--- config.mk ---
export PLATFORM = sky130hd
export DESIGN_NAME = timer_apb_sequencer
export DESIGN_NICKNAME = d
export VERILOG_FILES = /design/src/rtl/timer_pkg.sv /design/src/rtl/apb_master_xfer.sv /design/src/rtl/timer_apb_sequencer.sv
export SDC_FILE = /design/constraint.sdc
export NUM_CORES = 1
export LEC_CHECK = 0
export CORE_UTILIZATION = 45
export DETAILED_ROUTE_END_ITERATION = 8
export PLACE_DENSITY = 0.72
export SYNTH_ARGS = -nofsm -noshare
export SYNTH_HDL_FRONTEND = slang
export SYNTH_SLANG_ARGS = --single-unit
--- constraint.sdc ---
create_clock -name pclk -period 3 [get_ports pclk]
set_input_delay 0.6 -clock pclk [delete_from_list [all_inputs] [get_ports pclk]]
set_output_delay 0.6 -clock pclk [all_outputs]
set_load 0.05 [all_outputs]
--- src/rtl/timer_pkg.sv ---
// Timer register map, TCR/TSR bit positions and sequencer states.
// Shared by the APB sequencer and its single-transfer master.
package timer_pkg;

  localparam logic [7:0] TDR_OFS = 8'h00;
  localparam logic [7:0] TCR_OFS = 8'h01;
  localparam logic [7:0] TSR_OFS = 8'h02;

  localparam int TCR_LOAD_BIT = 7;
  localparam int TCR_DOWN_BIT = 5;
  localparam int TCR_EN_BIT   = 4;
  localparam int TSR_OVF_BIT  = 0;
  localparam int TSR_UNF_BIT  = 1;

  typedef enum logic [3:0] {
    ST_IDLE, ST_STOP0, ST_WR_TDR, ST_LOAD, ST_CLR_TSR, ST_RUN,
    ST_WAIT, ST_POLL, ST_ACK, ST_STOP, ST_FIN
  } seq_state_t;

  function automatic logic [7:0] tcr_val(input logic load, input logic en,
                                         input logic down, input logic [1:0] cks);
    logic [7:0] v;
    v = 8'h00;
    v[TCR_LOAD_BIT] = load;
    v[TCR_EN_BIT]   = en;
    v[TCR_DOWN_BIT] = down;
    v[1:0]          = cks;
    return v;
  endfunction

endpackage

--- src/rtl/apb_master_xfer.sv ---
// One APB transfer per request: SETUP then ACCESS held until pready; >=2 cycles.
// Accepts a new request only from idle, so transfers are always separated by an idle cycle.
module apb_master_xfer
  import timer_pkg::*;
(
  input  logic       pclk,
  input  logic       presetn,
  input  logic       i_req,
  input  logic [7:0] i_addr,
  input  logic [7:0] i_wdata,
  input  logic       i_write,
  output logic       o_ack,
  output logic [7:0] o_rdata,
  output logic       o_slverr,
  output logic       o_psel,
  output logic       o_penable,
  output logic       o_pwrite,
  output logic [7:0] o_paddr,
  output logic [7:0] o_pwdata,
  input  logic [7:0] i_prdata,
  input  logic       i_pready,
  input  logic       i_pslverr
);

  logic       r_psel;
  logic       r_penable;
  logic       r_pwrite;
  logic [7:0] r_paddr;
  logic [7:0] r_pwdata;
  logic       w_done;

  assign w_done = r_psel & r_penable & i_pready;

  always_ff @(posedge pclk or negedge presetn) begin
    if (!presetn) begin
      r_psel    <= 1'b0;
      r_penable <= 1'b0;
      r_pwrite  <= 1'b0;
      r_paddr   <= 8'h00;
      r_pwdata  <= 8'h00;
    end else if (!r_psel) begin
      if (i_req) begin
        r_psel   <= 1'b1;
        r_pwrite <= i_write;
        r_paddr  <= i_addr;
        r_pwdata <= i_write ? i_wdata : 8'h00;
      end
    end else if (!r_penable) begin
      r_penable <= 1'b1;
    end else if (i_pready) begin
      r_psel    <= 1'b0;
      r_penable <= 1'b0;
    end
  end

  assign o_ack     = w_done;
  assign o_rdata   = i_prdata;
  assign o_slverr  = w_done & i_pslverr;
  assign o_psel    = r_psel;
  assign o_penable = r_penable;
  assign o_pwrite  = r_pwrite;
  assign o_paddr   = r_paddr;
  assign o_pwdata  = r_pwdata;

endmodule

--- src/rtl/timer_apb_sequencer.sv ---
// Programs a timer over APB, polls TSR every POLL_GAP idle cycles and acks events.
// Stalls on pready; abort or pslverr finishes the in-flight transfer, then stops the timer.
module timer_apb_sequencer
  import timer_pkg::*;
#(
  parameter int unsigned POLL_GAP  = 4,
  parameter logic [7:0]  ADDR_BASE = 8'h00
) (
  input  logic       pclk,
  input  logic       presetn,
  input  logic       start,
  input  logic [7:0] cfg_tdr,
  input  logic       cfg_down,
  input  logic [1:0] cfg_cks,
  input  logic [7:0] cfg_repeat,
  input  logic       abort,
  output logic       psel,
  output logic       penable,
  output logic       pwrite,
  output logic [7:0] paddr,
  output logic [7:0] pwdata,
  input  logic [7:0] prdata,
  input  logic       pready,
  input  logic       pslverr,
  output logic       busy,
  output logic       done,
  output logic [7:0] event_cnt,
  output logic       err,
  output logic       aborted
);

  seq_state_t r_state;
  logic [7:0] r_tdr;
  logic       r_down;
  logic [1:0] r_cks;
  logic [7:0] r_repeat;
  logic [7:0] r_event_cnt;
  logic [7:0] r_wait_cnt;
  logic       r_busy;
  logic       r_done;
  logic       r_err;
  logic       r_aborted;
  logic       r_abort_pend;

  logic       w_req;
  logic       w_write;
  logic [7:0] w_ofs;
  logic [7:0] w_wdata;
  logic [7:0] w_addr;
  logic       w_ack;
  logic [7:0] w_rdata;
  logic       w_slverr;
  logic [7:0] w_evt_mask;
  logic       w_evt;
  logic       w_stop_req;

  always_comb begin
    w_req   = 1'b1;
    w_write = 1'b1;
    w_ofs   = TCR_OFS;
    w_wdata = 8'h00;
    case (r_state)
      ST_STOP0, ST_STOP: ;
      ST_WR_TDR: begin
        w_ofs   = TDR_OFS;
        w_wdata = r_tdr;
      end
      ST_LOAD:             w_wdata = tcr_val(1'b1, 1'b0, 1'b0, r_cks);
      ST_CLR_TSR, ST_ACK:  w_ofs   = TSR_OFS;
      ST_RUN:              w_wdata = tcr_val(1'b0, 1'b1, r_down, r_cks);
      ST_POLL: begin
        w_ofs   = TSR_OFS;
        w_write = 1'b0;
      end
      default:             w_req   = 1'b0;
    endcase
  end

  assign w_addr     = ADDR_BASE + w_ofs;
  // Only the flag matching the count direction matters; the other is ignored.
  assign w_evt_mask = r_down ? (8'h01 << TSR_UNF_BIT) : (8'h01 << TSR_OVF_BIT);
  assign w_evt      = |(w_rdata & w_evt_mask);
  assign w_stop_req = abort | r_abort_pend;

  apb_master_xfer u_xfer (
    .pclk      (pclk),
    .presetn   (presetn),
    .i_req     (w_req),
    .i_addr    (w_addr),
    .i_wdata   (w_wdata),
    .i_write   (w_write),
    .o_ack     (w_ack),
    .o_rdata   (w_rdata),
    .o_slverr  (w_slverr),
    .o_psel    (psel),
    .o_penable (penable),
    .o_pwrite  (pwrite),
    .o_paddr   (paddr),
    .o_pwdata  (pwdata),
    .i_prdata  (prdata),
    .i_pready  (pready),
    .i_pslverr (pslverr)
  );

  always_ff @(posedge pclk or negedge presetn) begin
    if (!presetn) begin
      r_state      <= ST_IDLE;
      r_tdr        <= 8'h00;
      r_down       <= 1'b0;
      r_cks        <= 2'b00;
      r_repeat     <= 8'h00;
      r_event_cnt  <= 8'h00;
      r_wait_cnt   <= 8'h00;
      r_busy       <= 1'b0;
      r_done       <= 1'b0;
      r_err        <= 1'b0;
      r_aborted    <= 1'b0;
      r_abort_pend <= 1'b0;
    end else begin
      r_done <= 1'b0;
      if (r_state != ST_IDLE && abort)
        r_abort_pend <= 1'b1;
      case (r_state)
        ST_IDLE: begin
          if (start) begin
            r_tdr        <= cfg_tdr;
            r_down       <= cfg_down;
            r_cks        <= cfg_cks;
            r_repeat     <= cfg_repeat;
            r_event_cnt  <= 8'h00;
            r_err        <= 1'b0;
            r_aborted    <= 1'b0;
            r_abort_pend <= 1'b0;
            r_busy       <= 1'b1;
            r_state      <= ST_STOP0;
          end
        end
        ST_WAIT: begin
          if (w_stop_req) begin
            r_state <= ST_STOP;
          end else if (r_wait_cnt == 8'(POLL_GAP - 1)) begin
            r_wait_cnt <= 8'h00;
            r_state    <= ST_POLL;
          end else begin
            r_wait_cnt <= r_wait_cnt + 8'd1;
          end
        end
        ST_FIN: begin
          r_busy  <= 1'b0;
          r_state <= ST_IDLE;
        end
        default: begin
          if (w_ack) begin
            if (w_slverr)
              r_err <= 1'b1;
            // A failed STOP write cannot be retried usefully, so it ends the sequence too.
            if (r_state == ST_STOP) begin
              r_state   <= ST_FIN;
              r_done    <= 1'b1;
              r_aborted <= r_abort_pend | abort | w_slverr | r_err;
            end else if (w_slverr || w_stop_req) begin
              r_state <= ST_STOP;
            end else begin
              r_wait_cnt <= 8'h00;
              case (r_state)
                ST_STOP0:   r_state <= ST_WR_TDR;
                ST_WR_TDR:  r_state <= ST_LOAD;
                ST_LOAD:    r_state <= ST_CLR_TSR;
                ST_CLR_TSR: r_state <= ST_RUN;
                ST_RUN:     r_state <= ST_WAIT;
                ST_POLL: begin
                  if (w_evt) begin
                    r_event_cnt <= (r_event_cnt == 8'hFF) ? 8'hFF : r_event_cnt + 8'd1;
                    r_state     <= ST_ACK;
                  end else begin
                    r_state <= ST_WAIT;
                  end
                end
                ST_ACK: begin
                  if (r_repeat != 8'h00 && r_event_cnt == r_repeat)
                    r_state <= ST_STOP;
                  else
                    r_state <= ST_WAIT;
                end
                default:    r_state <= ST_STOP;
              endcase
            end
          end
        end
      endcase
    end
  end

  assign busy      = r_busy;
  assign done      = r_done;
  assign event_cnt = r_event_cnt;
  assign err       = r_err;
  assign aborted   = r_aborted;

endmodule

# Yosys cells after proc, flatten, opt, wreduce, memory -nomap -nowiden
# Index checks and enable logic that the tools add are counted.
[word_totals]
output_inout_bits = 31
input_bits = 33
mem_bits_rw = 0
latchBits = 0
rom_bits = 0
ff_bits = 63
memories = 0
[classes]
mux = 49
div_mod_pow = 0
bitwise = 10
shift = 0
n_addsub = 2
order_cmp = 0
eq_ne = 20
reduce_logical = 28
n_mul = 0
[ops]
columns = ["cell", "count"]
rows = [
  ["2-to-1 mux 8 bit", 13],
  ["2-to-1 mux 4 bit", 8],
  ["case mux 8 bit (2 select lines)", 2],
  ["case mux 4 bit (7 select lines)", 1],
  ["case mux 8 bit (3 select lines)", 1],
  ["2-to-1 mux 1 bit", 18],
  ["adder 8 x 1 -> 8 bit, second input constant", 2],
  ["equality test 4 x 3 -> 1 bit, second input constant", 4],
  ["OR reduction 8 bit", 2],
  ["nonzero test 2 bit", 7],
  ["equality test 4 bit, second input constant", 3],
  ["case mux 4 bit (3 select lines)", 1],
  ["bitwise AND 8 x 2 -> 8 bit", 1],
  ["equality test 4 x 2 -> 1 bit, second input constant", 2],
  ["equality test 8 x 2 -> 1 bit, second input constant", 1],
  ["equality test 8 bit", 1],
  ["equality test 8 bit, second input constant", 1],
  ["inequality test 2 x 1 -> 1 bit, second input constant", 4],
  ["AND reduction 4 bit", 2],
  ["nonzero test 4 bit", 2],
  ["nonzero test 8 bit", 1],
  ["AND reduction 7 bit", 1],
  ["case mux 1 bit (2 select lines)", 3],
  ["AND reduction 2 bit", 3],
  ["other kinds (15)", 25],
]

# Logic depth before layout (Yosys ltp)
[logic_depth]
ltp_word = 9
depth_mapped = 8
mapped_depth_nobuf = 6

# By module
# A second synthesis with hierarchy kept.
[hier_totals]
hier_cells = 345
hier_area_um2 = 3452.1
[modules_own_cells]
columns = ["module", "n_inst", "seq_area_each_um2", "area_per_inst_um2", "cells_per_inst"]
rows = [
  ["timer_apb_sequencer", 1, 1101.1, 2596.2, 275],
  ["apb_master_xfer", 1, 475.5, 855.8, 70],
]

# Worst setup path before layout
# No wires, ideal clock.
[synth_timing]
path_kind = "register to register"
from = "reg u_xfer.r_penable, in the netlist u_xfer.o_penable"
to = "reg r_event_cnt[5], in the netlist event_cnt[5]"
slack_ps = 764
t_arrival_ps = 2110
stages_incl_launch_ff = 6
n_path_buf = 0
synth_period_minus_slack_ps = 2236
path_cell_list = "dfrtp_1 > nand4b_1 > nor4_4 > nand4_2 > o22a_1 > a221o_1"
[synth_between]
elab_chain_cells = 6
word_cells_on_any_way = 7
[synth_rtl]
columns = ["item", "line", "rtl"]
rows = [
  ["start: declaration", "apb_master_xfer.sv:26", "logic r_penable;"],
  ["start signal: assignment", "apb_master_xfer.sv:37", "r_penable <= 1'b0;"],
  ["start signal: assignment", "apb_master_xfer.sv:49", "r_penable <= 1'b1;"],
  ["start signal: assignment", "apb_master_xfer.sv:52", "r_penable <= 1'b0;"],
  ["bitwise AND 1 bit (*) (2 in series)", "apb_master_xfer.sv:32", "assign w_done = r_psel & r_penable & i_pready;"],
  ["bitwise AND 1 bit", "apb_master_xfer.sv:58", "assign o_slverr = w_done & i_pslverr;"],
  ["logical OR 1 bit", "timer_apb_sequencer.sv:161", "end else if (w_slverr || w_stop_req) begin"],
  ["inequality test 2 x 1 -> 1 bit (no source line)", "n/a", ""],
  ["AND reduction 7 bit (no source line) (*)", "n/a", ""],
  ["end signal: assignment", "timer_apb_sequencer.sv:173", "r_event_cnt <= (r_event_cnt == 8'hFF) ? 8'hFF : r_event_cnt + 8'd1;"],
  ["end: declaration", "timer_apb_sequencer.sv:37", "logic [7:0] r_event_cnt;"],
]
# Every way passes the cells marked *; elsewhere a longest branch is shown, timed or not.
# A chain may end at the register's enable or synchronous reset.

# Worst setup path in the final report
[layout_timing]
from = "reg u_xfer.r_psel, in the netlist u_xfer.o_psel"
to = "out psel"
[layout_lines]
columns = ["item", "line", "rtl"]
rows = [
  ["start: declaration", "apb_master_xfer.sv:25", "logic r_psel;"],
  ["start signal: assignment", "apb_master_xfer.sv:36", "r_psel <= 1'b0;"],
  ["start signal: assignment", "apb_master_xfer.sv:43", "r_psel <= 1'b1;"],
  ["start signal: assignment", "apb_master_xfer.sv:51", "r_psel <= 1'b0;"],
  ["end: declaration", "timer_apb_sequencer.sv:17", "output logic psel,"],
]
# No word-level cell between the ends.

==> run_results.csv <==
group,metric,value,unit
yosys,synthCells,343,
detailed_routing,via_per_inst,5.61,
die,dieArea,7260,um^2
placed_design,dpl.cell_count,463,
setup_path,path_class,"flop to output port",
run,cap_violations,0,
timing,max_clock_freq,416,MHz
clock_tree,clkSinkCount,57,
setup_path,cp.arrival,1.80,ns
yosys,synth_edf_count,0,
setup_path,cp_max_fo,13,
final_layout,syn_to_final_growth,26.8,%
die,pin_count,64,
yosys,yosysSeqAreaShare,0.458,
clock_tree,clk_pin_slew_worst_paths,0.08,ns
die,core.rowCount,29,
clock_tree,root_buffer,"clkbuf_8",
yosys,synthArstFlopShare,1.00,
timing,finalClockSkew,0.0107,ns
placed_design,portBuffers,51,
grt,grt_usage,0.222,
final_layout,final_common_cell,"nand2_1",
setup_path,cp-startpoint,"u_xfer.o_psel",
die,die_w,85.2,um
timing,worst_pin_slew,0.669,ns
clock_tree,ctsResizeCount,0,
timing,rsz0062_at_grt,"false",
grt,overflow,0,
grt,grt_pass1_vias,2521,
pwr,p_sw_frac,0.395,
yosys,ys_warn_count,0,
setup_path,path_cells,"clkdlybuf4s50_1",
clock_tree,cts-htree-levels,3,
yosys,synth-xor-area-share,0.0309,
setup_path,timing.rr.start,"r_wait_cnt[0]",
placed_design,routabilityCongestion,0.863,
setup_path,max_stage_delay,0.88,ns
detailed_routing,antenna_left,0,
timing,slew_violations,0,
setup_path,startpoint_type,"flop",
yosys,synth_mux_area_frac,0.0277,
yosys,synth_top_family_by_area,"simple AND/OR/NAND/NOR gates",
yosys,yosysTopAreaCell,"dfrtp_1",
yosys,netlist_area,3120,um^2
yosys,yosys.area.top_type_share,0.458,
setup_path,worst_setup_path_end_kind,"output port",
grt,grt_start_max_net_pins,31,
setup_path,path_delay_family,"buffers and inverters",
die,core_area,6530,um^2
detailed_routing,wl_per_cell,15.2,um
setup_path,cp_data_required_time,2.40,ns
clock_tree,cts_buffers,9,
timing,finalCriticalPeriod,2.40,ns
grt,met1_usage,0.295,
pwr,powerDensity,851,nW/um^2
pwr,vdd_ir_drop_max,0.380,mV
grt,grtUsageMet2,0.352,
clock_tree,clockBufferDepth,2,
pwr,p_leak,1.72,nW
yosys,synth_compound_area_frac,0.178,
final_layout,num-nets-final,432,
detailed_routing,drc,0,
final_layout,fin_cells,479,
yosys,synthSimpleGateAreaFrac,0.248,
pwr,seq_power_share,0.337,
placed_design,dp_hpwl,5.09,mm
timing,setup_viol,0,
timing,hold_viol_final,0,
yosys,avgSynthCellArea,9.09,um^2
yosys,yosysUniqueCellTypes,64,
grt,grt-busiest-layer,"met2",
yosys,synthAdderAreaFrac,0.0112,
detailed_routing,drtIter0Drc,129,
detailed_routing,dr.pass1.iters,4,
setup_path,slowest_stage,"clkdlybuf4s50_1",
worst_hold_path,hold_class,"input pin to asynchronous set/reset pin",
detailed_routing,drt_wl_total,7.27,mm
timing,tns,0,ns
yosys,synth-seq-cells,57,
die,start_util,0.477,
setup_path,cp_num_buf_inv,1,
clock_tree,cts.hold.buffers_added,0,
final_layout,finish.utilization,0.605,
pwr,p_sw,1.33,mW
pwr,pwr-share-clk,0.271,
final_layout,mostFrequentLayoutCells,"nand2_1, dfrtp_1, clkdlybuf4s50_1",
pwr,pwr-share-comb,0.392,
final_layout,drive_gt1_frac,0.109,
die,die_y,85.2,um
final_layout,diodes,0,
grt,grt_pass1_wl,12.4,mm
detailed_routing,num_vias,2687,
pwr,p_int,2.03,mW
timing,relSlewSlack,0.550,
status,status,"finished clean",
yosys,synth.area.top_cells,"dfrtp_1, nand2_1, nor2_1, xnor2_1, a21oi_1",
yosys,synth-main-ff-cell,"dfrtp_1",
clock_tree,postCtsSetupBuffers,0,
setup_path,r2r_slack,0.64,ns
timing,finalCritPeriodShare,0.801,
grt,grt_use_met3,0.0486,
grt,antenna_found_initial,0,
clock_tree,clock_latency,0.35,ns
clock_tree,tritoncts,"done",
-- kinds of logic after synthesis --
group / after synthesis
xor gates and xnor gates: 11
DFF: 57
buffers and inverters: 29
AOI/OAI and AO/OA: 75
other: 1
muxes: 8
and+or+nand+nor: 159
adders and majority gates: 3
-- power groups by stage --
| stage | Combinational (mW) | Sequential [mW] | Clock (mW) |
|---|---|---|---|
| after floorplan | 0.755 | 1.32 | 0 |
| after global placement | 1.30 | 1.14 | 0 |
| after detailed placement | 1.32 | 1.14 | 0 |
| after CTS | 1.32 | 1.13 | 0.926 |
| after global routing | 1.46 | 1.16 | 0.961 |
| final | 1.32 | 1.13 | 0.912 |
-- per-layer routing --
metal	share of wire	vias to the layer above	wire length [um]
met5	0	-	0
met4	0.014	0	104
met3	0.048	9	348
met2	0.47	69	3450
met1	0.46	1296	3360
li1	-	1313	-
-- metrics by stage --
| stage | setup WS [ns] | hold slack [ns] | power [mW] | cell area, um^2 |
|---|---|---|---|---|
| floorplan | 0.764 | 0.304 | 2.08 | 3140 |
| global placement | 0.446 | 0.462 | 2.43 | 3700 |
| detailed placement | 0.406 | 0.466 | 2.46 | 3700 |
| CTS | 0.593 | 0.307 | 3.38 | 3950 |
| global route | 0.513 | 0.327 | 3.58 | 3950 |
| finish | 0.597 | 0.284 | 3.36 | 3950 |
-- flip-flops by register name, indices dropped and copies added, names as in the netlist, 2 cells and up --
| register | flops |
|---|---|
| event_cnt | 8 |
| r_cks | 2 |
| r_repeat | 8 |
| r_state | 4 |
| r_tdr | 8 |
| r_wait_cnt | 8 |
| u_xfer.o_paddr | 2 |
| u_xfer.o_pwdata | 8 |
-- synth_stat cells, drive strengths merged, types with 3 or more instances --
master,instances
nand2,78
dfrtp,57
nor2,25
buf,16
a21oi,12
o21ai,12
nand3,10
xnor2,10
clkbuf,9
a31oi,8
nand2b,8
mux2i,6
a22o,5
nand4,5
nor3,5
o21a,5
o31ai,5
or3,5
inv,4
nor2b,4
a32oi,3
nor4,3
o22a,3
-- layout make-up --
cell class	instances	area [um^2]
clock inverter	7	125
timing repair buffer	63	596
clock buffer	9	124
sequential	57	1430
inverter	4	15.0
multi-input combinational	262	1570
tap	77	96.3
fill	606	2580
-- worst paths after layout --
| kind | to | cells after the start |
|---|---|---|
| worst max-delay path | psel | 1 |
| worst min-delay path | event_cnt[0] | 1 |
| worst max register to register | r_state[0] | 6 |
| worst min register to register | r_tdr[7] | 2 |
| max in group asynchronous | r_repeat[5] | 2 |
| min in group pclk | r_tdr[7] | 2 |
Note: power is estimated with default switching activity, not from simulation.
